`src/rtl/spi_sclk_gen.sv`:
```
// spi_sclk_gen: SPI master serial-clock generator and transfer sequencer.
// Divides i_clk into SCLK. Drives chip-select and the per-byte load strobe.
// Emits leading/trailing edge pulses plus the bit and byte counters.
// Optional feature macro: SPI_CS_GUARD_EN adds CS setup/hold guard states.
`timescale 1ns/1ps

module spi_sclk_gen #(
    parameter int CLK_DIV  = 4,
    parameter int CS_GUARD = 2
) (
    input  logic       i_clk,
    input  logic       i_rst,
    input  logic       i_start,
    input  logic       i_abort,
    input  logic [2:0] i_num_bytes,
    input  logic       i_cpol,
    output logic       o_spi_clk,
    output logic       o_cs_n,
    output logic       o_tx_vd,
    output logic       o_leading_edge,
    output logic       o_trailing_edge,
    output logic [2:0] o_bit_count,
    output logic [2:0] o_byte_count,
    output logic       o_busy,
    output logic       o_done
);

    localparam int DW = (CLK_DIV < 2) ? 1 : $clog2(CLK_DIV);
    localparam logic [DW-1:0] DIV_LAST = DW'(CLK_DIV - 1);

`ifdef SPI_CS_GUARD_EN
    localparam int GUARD_MIN = 1;
    localparam int GW = (CS_GUARD < 2) ? 1 : $clog2(CS_GUARD);
    localparam logic [GW-1:0] GUARD_LAST = GW'(CS_GUARD - 1);
`else
    localparam int GUARD_MIN = 0;
`endif

    // Reject illegal divider / guard settings at elaboration.
    generate
        if (CLK_DIV < 2 || CS_GUARD < GUARD_MIN) begin : g_bad_param
            $error("spi_sclk_gen: illegal CLK_DIV or CS_GUARD");
        end
    endgenerate

    typedef enum logic [2:0] {
        IDLE  = 3'd0,
        SETUP = 3'd1,
        LOAD  = 3'd2,
        SHIFT = 3'd3,
        HOLD  = 3'd4,
        DONE  = 3'd5
    } state_t;

    state_t          state_q, state_d;
    logic [DW-1:0]   div_q, div_d;
    logic [2:0]      num_q, num_d;
    logic            cpol_q, cpol_d;
    logic            byte_end_q, byte_end_d;
    logic            spi_clk_q, spi_clk_d;
    logic            cs_n_q, cs_n_d;
    logic            tx_vd_q, tx_vd_d;
    logic            lead_q, lead_d;
    logic            trail_q, trail_d;
    logic [2:0]      bit_q, bit_d;
    logic [2:0]      byte_q, byte_d;
    logic            busy_q, busy_d;
    logic            done_q, done_d;
`ifdef SPI_CS_GUARD_EN
    logic [GW-1:0]   guard_q, guard_d;
`endif

    // Next-state and next-output decode; every output is the registered
    // image of what the following cycle should show.
    always_comb begin
        state_d    = state_q;
        div_d      = div_q;
        num_d      = num_q;
        cpol_d     = cpol_q;
        byte_end_d = 1'b0;
        spi_clk_d  = spi_clk_q;
        cs_n_d     = cs_n_q;
        tx_vd_d    = 1'b0;
        lead_d     = 1'b0;
        trail_d    = 1'b0;
        bit_d      = bit_q;
        byte_d     = byte_q;
        done_d     = 1'b0;
`ifdef SPI_CS_GUARD_EN
        guard_d    = guard_q;
`endif
        case (state_q)
            IDLE: begin
                spi_clk_d = i_cpol;
                if (i_start && !i_abort) begin
                    num_d  = i_num_bytes;
                    cpol_d = i_cpol;
                    cs_n_d = 1'b0;
                    bit_d  = 3'd0;
                    byte_d = 3'd0;
`ifdef SPI_CS_GUARD_EN
                    state_d = SETUP;
                    guard_d = '0;
`else
                    state_d = LOAD;
                    tx_vd_d = 1'b1;
`endif
                end
            end
`ifdef SPI_CS_GUARD_EN
            SETUP: begin
                if (guard_q == GUARD_LAST) begin
                    state_d = LOAD;
                    tx_vd_d = 1'b1;
                end else begin
                    guard_d = guard_q + GW'(1);
                end
            end
            HOLD: begin
                if (guard_q == GUARD_LAST) begin
                    state_d = DONE;
                    done_d  = 1'b1;
                    cs_n_d  = 1'b1;
                    bit_d   = 3'd0;
                    byte_d  = 3'd0;
                end else begin
                    guard_d = guard_q + GW'(1);
                end
            end
`endif
            LOAD: begin
                state_d = SHIFT;
                div_d   = '0;
            end
            SHIFT: begin
                div_d = (div_q == DIV_LAST) ? '0 : div_q + DW'(1);
                if (byte_end_q) begin
                    // Cycle showing the 8th trailing edge: next byte or finish.
                    if (byte_q == num_q) begin
`ifdef SPI_CS_GUARD_EN
                        state_d = HOLD;
                        guard_d = '0;
`else
                        state_d = DONE;
                        done_d  = 1'b1;
                        cs_n_d  = 1'b1;
                        bit_d   = 3'd0;
                        byte_d  = 3'd0;
`endif
                    end else begin
                        state_d = LOAD;
                        tx_vd_d = 1'b1;
                        bit_d   = 3'd0;
                        byte_d  = byte_q + 3'd1;
                    end
                end else if (div_d == DIV_LAST) begin
                    // Toggle lands in the cycle whose divider value is DIV_LAST.
                    spi_clk_d = ~spi_clk_q;
                    if (spi_clk_q == cpol_q) begin
                        lead_d = 1'b1;
                    end else begin
                        trail_d = 1'b1;
                        if (bit_q == 3'd7) byte_end_d = 1'b1;
                        else               bit_d      = bit_q + 3'd1;
                    end
                end
            end
            DONE: begin
                state_d = IDLE;
            end
            default: begin
                state_d = IDLE;
            end
        endcase

        busy_d = (state_d != IDLE);

        // Abort outranks every transition; SCLK parks at the latched idle level.
        if (i_abort && state_q != IDLE) begin
            state_d    = IDLE;
            div_d      = '0;
            byte_end_d = 1'b0;
            spi_clk_d  = cpol_q;
            cs_n_d     = 1'b1;
            tx_vd_d    = 1'b0;
            lead_d     = 1'b0;
            trail_d    = 1'b0;
            bit_d      = 3'd0;
            byte_d     = 3'd0;
            busy_d     = 1'b0;
            done_d     = 1'b0;
        end
    end

    // State and output registers with synchronous reset.
    always_ff @(posedge i_clk) begin
        if (i_rst) begin
            state_q    <= IDLE;
            div_q      <= '0;
            num_q      <= 3'd0;
            cpol_q     <= 1'b0;
            byte_end_q <= 1'b0;
            spi_clk_q  <= 1'b0;
            cs_n_q     <= 1'b1;
            tx_vd_q    <= 1'b0;
            lead_q     <= 1'b0;
            trail_q    <= 1'b0;
            bit_q      <= 3'd0;
            byte_q     <= 3'd0;
            busy_q     <= 1'b0;
            done_q     <= 1'b0;
`ifdef SPI_CS_GUARD_EN
            guard_q    <= '0;
`endif
        end else begin
            state_q    <= state_d;
            div_q      <= div_d;
            num_q      <= num_d;
            cpol_q     <= cpol_d;
            byte_end_q <= byte_end_d;
            spi_clk_q  <= spi_clk_d;
            cs_n_q     <= cs_n_d;
            tx_vd_q    <= tx_vd_d;
            lead_q     <= lead_d;
            trail_q    <= trail_d;
            bit_q      <= bit_d;
            byte_q     <= byte_d;
            busy_q     <= busy_d;
            done_q     <= done_d;
`ifdef SPI_CS_GUARD_EN
            guard_q    <= guard_d;
`endif
        end
    end

    assign o_spi_clk       = spi_clk_q;
    assign o_cs_n          = cs_n_q;
    assign o_tx_vd         = tx_vd_q;
    assign o_leading_edge  = lead_q;
    assign o_trailing_edge = trail_q;
    assign o_bit_count     = bit_q;
    assign o_byte_count    = byte_q;
    assign o_busy          = busy_q;
    assign o_done          = done_q;

endmodule

```
`config.mk`:
```
export PLATFORM = sky130hd
export DESIGN_NAME = spi_sclk_gen
export DESIGN_NICKNAME = d
export VERILOG_FILES = /design/src/rtl/spi_sclk_gen.sv
export SDC_FILE = /design/constraint.sdc
export NUM_CORES = 1
export LEC_CHECK = 0
export ABC_CLOCK_PERIOD_IN_PS = 2100
export CAP_MARGIN = 15
export CORE_AREA = 4 4 66 62
export CTS_BUF_LIST = sky130_fd_sc_hd__clkbuf_16
export DETAILED_ROUTE_END_ITERATION = 8
export DIE_AREA = 0 0 70 66
export GPL_ROUTABILITY_DRIVEN = 0
export SYNTH_ARGS = -nofsm -noshare
export SYNTH_HDL_FRONTEND = slang
export SYNTH_SLANG_ARGS = --single-unit
```
`constraint.sdc`:
```
create_clock -name i_clk -period 2.1 [get_ports i_clk]
set_input_delay 0.315 -clock i_clk [delete_from_list [all_inputs] [get_ports i_clk]]
set_output_delay 0.315 -clock i_clk [all_outputs]
set_load 0.005 [all_outputs]
```
# ---- Yosys cells after proc, flatten, opt, wreduce, memory -nomap -nowiden
# Index checks and enable logic that the tools add are counted.
# Widths: inputs -> output; s select.
dict set report classes {
  bitwise_logic 4
  n_reduce_logical 18
  mux 31
  n_eq_ne 15
  addsub 3
}
# op count
set ops {}
lappend ops {{$mux 3} 10}
lappend ops {{$ne 3x3->1 const B} 5}
lappend ops {{$mux 1} 13}
lappend ops {{$pmux 3 s2} 2}
lappend ops {{$pmux 3 s3} 1}
lappend ops {{$reduce_bool 3->1} 3}
lappend ops {{$add 3x1->3 const B} 2}
lappend ops {{$eq 3x2->1 const B} 2}
lappend ops {{$ne 2x2->1 const B} 3}
lappend ops {{$pmux 1 s2} 3}
lappend ops {{$reduce_and 3->1} 2}
lappend ops {{$reduce_or 6->1} 1}
lappend ops {{$reduce_and 5->1} 1}
lappend ops {{$reduce_or 5->1} 1}
lappend ops {{$eq 2x2->1 const B} 2}
lappend ops {{$not 1->1} 4}
lappend ops {{$pmux 2 s2} 1}
lappend ops {{$reduce_and 4->1} 1}
lappend ops {{$reduce_bool 2->1} 2}
lappend ops {{$reduce_or 4->1} 1}
lappend ops {{$eq 3x3->1} 1}
lappend ops {{$eq 3x3->1 const B} 1}
lappend ops {{$logic_not 3->1} 1}
lappend ops {{$add 2x1->2 const B} 1}
lappend ops {{6 further kinds} 7}
dict set report totals {
  out_inout_bits 13
  word_cells 85
  ff_bits 23
}

# ---- Depth between registers and ports, before layout
dict set report depth {
  ltp_word 7
  mapped_depth 6
  ltp_nobuf 6
}

# ---- Least setup slack after synthesis
# No wires, ideal clock.
dict set report synth_path {
  path_kind {register to register}
  from {reg state_q[1]}
  to {reg cs_n_q, in the netlist o_cs_n}
  period_less_slack_ns 1.366
  n_path_buf 2
  path_stages_with_launch 7
  setup_time_ns 0.116
  t_arrival_ns 1.251
  setup_slack_ns 0.734
  path_cell_list {dfxtp_1 > buf_6 > o31a_1 > or2_0 > buf_6 > a21oi_1 > nand2_1}
}
dict set report synth_between {
  elab_chain_cells 3
  word_cells_on_any_way 11
  classes_between {eq/ne: 4; mux: 1; reduce/logical: 6}
}
# item line_no
set synth_lines {}
lappend synth_lines {{from (decl)} 55} ;# state_t state_q, state_d;
lappend synth_lines {{from (signal assigned)} 216} ;# state_q <= state_d;
lappend synth_lines {{$eq 3x2->1, or another cell as far along} 92} ;# case (state_q)
lappend synth_lines {{$ne 2x2->1 (no source line), or another cell as far along} n/a}
lappend synth_lines {{$reduce_and 4->1 (no source line) / $reduce_or 2->1 (equally long branches)} n/a}
lappend synth_lines {{to (signal assigned)} 222} ;# cs_n_q <= cs_n_d;
lappend synth_lines {{to (decl)} 61} ;# logic cs_n_q, cs_n_d;
# Parallel ways exist; a longest one is shown, timed or not.
# A chain may end at the register's enable or synchronous reset.

# ---- Worst setup path after layout
dict set report layout_path {
  from {reg byte_q[0], in the netlist o_byte_count[0]}
  to {out o_byte_count[0]}
}
# item line_no
set layout_lines {}
lappend layout_lines {{from (decl)} 66} ;# logic [2:0] byte_q, byte_d;
lappend layout_lines {{from (signal assigned)} 227} ;# byte_q <= byte_d;
lappend layout_lines {{to (decl)} 23} ;# output logic [2:0] o_byte_count,
# No word-level cell between the ends.

==> results_dict.tcl <==
set metrics [dict create \
    final_nets 151 \
    min_path_type "reg -> reg" \
    syn_avg_cell_area_um2 9.244 \
    drv_cap 0 \
    rows 20 \
    critPathLaunchType "register" \
    grt-ovfl-total 0 \
    wire_per_inst_um 12.24 \
    critPathMaxFanout 5 \
    synth-warning-count 0 \
    critPathSlowestCell "clkdlybuf4s50_1" \
    rsz0062_at_grt "no" \
    place_hpwl_um 1679 \
    cts_buffers 3 \
    tightest_slew_ns 0.4717 \
    synth-edff-count 0 \
    yosysUniqueCellTypes 34 \
    insertion_delay_ns 0.25 \
    synth_cells 116 \
    drt-total-wl_um 2215 \
    antenna_found_initial 0 \
    synthFlopType "dfxtp_1" \
    cts_buffer_depth 2 \
    cts.repair.resized 0 \
    die-area_um2 4620 \
    min-delay-start "o_cs_n" \
    max_freq_ghz 0.6442 \
    drt-initial-drc-count 63 \
    timing.critical_path.buf_inv 1 \
    cts_hold_buf 0 \
    root_buffer "clkbuf_16" \
    numClockSinks 23 \
    drcViolationCount 0 \
    post-route-period-util_pct 73.92 \
    reg2reg_to "byte_end_q" \
    layout-drive-gt1-share_pct 6.569 \
    h-tree-depth 1 \
    hold_viol_final 0 \
    area_delta_synth_final_pct 29.06 \
    power_leakage_uw 0.0005170 \
    required_ns 1.78 \
    rr_startpoint "state_q[0]" \
    synth_common_cells "23 x dfxtp_1, 12 x nor2_1, 11 x nand2_1" \
    grt_max_degree 14 \
    worstSetupPathType "reg -> out" \
    ys_seq_area_share_pct 42.94 \
    first_pass_iters 4 \
    critical_path.max_stage_delay_ns 0.55 \
    fin_ws_ns 0.5478 \
    cts_tree "done" \
    postPlaceCellArea_um2 1304 \
    pre_cts_ws_ns 0.3332 \
    grt_pass1_wl_um 3933 \
    fp.dieW_um 70 \
    synth-seq-cells 23 \
    post_cts_buffers 0 \
    grt_pass1_vias 858 \
    slew_headroom_pct 68.47 \
    port-buffer-count 20 \
    arrival_ns 1.24 \
    post-route-min-period_ns 1.552 \
    reg2reg_depth 4 \
    via_per_inst 4.779 \
    postRouteAntennaNets 0 \
    ir_drop_uv 249.3 \
    syn_area_um2 1072 \
    reg2reg_slack_ns 0.60 \
    diodes 0 \
    tns_ns 0 \
    start_util_pct 31.98 \
    grt.total_usage_pct 10.74 \
    synth_top_area_share_pct 42.94 \
    post-route-cell-area_um2 1384 \
    drv_slew 0 \
    power.density_nw_per_um2 686.8 \
    synthTopCellsByArea "dfxtp_1 43%, mux2i_1 6.5%, ha_1 5.8%" \
    cp_top_family "buffers and inverters" \
    fin_skew_ns 0.004616 \
    io_pins 21 \
    worst_setup_path_end_kind "output port" \
    hold_end "o_cs_n" \
    clk_pin_slew_worst_paths_ns 0.06 \
    yosysMostFrequentCell "dfxtp_1" \
    fin_util_pct 41.27 \
    core_um2 3353 \
    finalPower_uw 950.4 \
    dieHeight_um 66 \
    status "completed" \
    path_cells "clkdlybuf4s50_1" \
    yosys.area.top_type "dfxtp_1" \
    whs_path_depth 2 \
    vias 865 \
    syn-num-nets 129 \
    ys_async_sr_fraction_pct 0 \
    final-setup-viol-count 0 \
]
-- layout by cell type (no fill, tap or decap), drive strengths merged --
cell type	netlist	routed
a211o	1	1
a21oi	9	9
a311oi	1	1
a31oi	1	1
a41oi	1	1
and3	1	1
and4bb	1	1
buf	3	1
clkbuf	1	3
clkdlybuf4s50	0	20
clkinv	0	1
dfxtp	23	23
ha	5	5
inv	4	4
mux2i	7	7
nand2	11	11
nand2b	3	3
nand3	6	6
nand4	1	1
nand4b	2	2
nor2	12	12
nor3	2	2
nor3b	2	2
nor4	1	1
o211ai	1	1
o21a	1	1
o21ai	5	5
o31a	1	1
o31ai	1	1
or2	3	3
or3	1	1
or4	1	1
xnor2	4	4
-- worst max-delay path by stage --
stage                                 end       startpoint  slack, ns  cells past startpoint
final                     o_byte_count[0]  o_byte_count[0]       0.55                      1
after global routing           byte_end_q       state_q[0]       0.43                      4
after CTS                 o_byte_count[0]  o_byte_count[0]       0.52                      1
after detailed placement  o_byte_count[0]          i_abort       0.33                      5
after global placement             o_cs_n          i_abort       0.36                      5
after floorplan                    o_cs_n       state_q[1]       0.73                      6
-- routing by layer --
metal | wire, um | share of wire (%) | up-vias | global-route usage (%)
met2 | 994 | 45 | 21 | 16.39
met1 | 1064 | 48 | 393 | 14.17
li1 | - | - | 449 | -
met3 | 122 | 5.5 | 2 | 2.280
met4 | 34 | 1.5 | 0 | 5.742
met5 | 0 | 0 | - | 0
-- logic make-up after synthesis --
kind of cell	Yosys count	synth area share [%]
DFF	23	42.94
AOI/OAI and AO/OA	22	13.54
adders and majority gates	5	5.834
xor gates and xnor gates	4	3.267
muxes	7	6.535
and+or+nand+nor	47	23.57
buffers and inverters	8	4.316
-- registers in the layout (all words and copies together) (netlist names) --
| name | flops |
|---|---|
| o_busy | 1 |
| cpol_q | 1 |
| div_q | 2 |
| o_bit_count | 3 |
| o_leading_edge | 1 |
| o_trailing_edge | 1 |
| byte_end_q | 1 |
| o_tx_vd | 1 |
| num_q | 3 |
| o_byte_count | 3 |
| o_done | 1 |
| o_cs_n | 1 |
| o_spi_clk | 1 |
| state_q | 3 |
-- stage by stage --
step / instances / hold WS (ns)
floorplan: 116 / 0.4069
global route: 181 / 0.5180
finish: 181 / 0.4884
CTS: 181 / 0.4966
detailed placement: 177 / 0.4823
global placement: 177 / 0.4630
-- tightest hold or removal path, stage by stage (launching register included) --
cell	delay, ns
dfxtp_1	0.34
a21oi_1	0.06
nand2_1	0.06
-- final cells by class --
type	instances	area, um^2
sequential	23	460.4
clock inverter	1	5.005
inverter	4	15.01
multi-input combinational	85	565.5
timing repair buffer	21	207.7
tap	44	55.05
clock buffer	3	75.07
fill	367	1969
-- report_power, final --
part | total, uW | switching, uW | internal [uW] | leakage [uW]
Combinational | 88.0 | 44.2 | 43.8 | 0.000289
Clock | 405 | 150 | 256 | 0.0000409
Sequential | 457 | 10.1 | 447 | 0.000187
No activity file was read; power rests on OpenSTA's default activity.
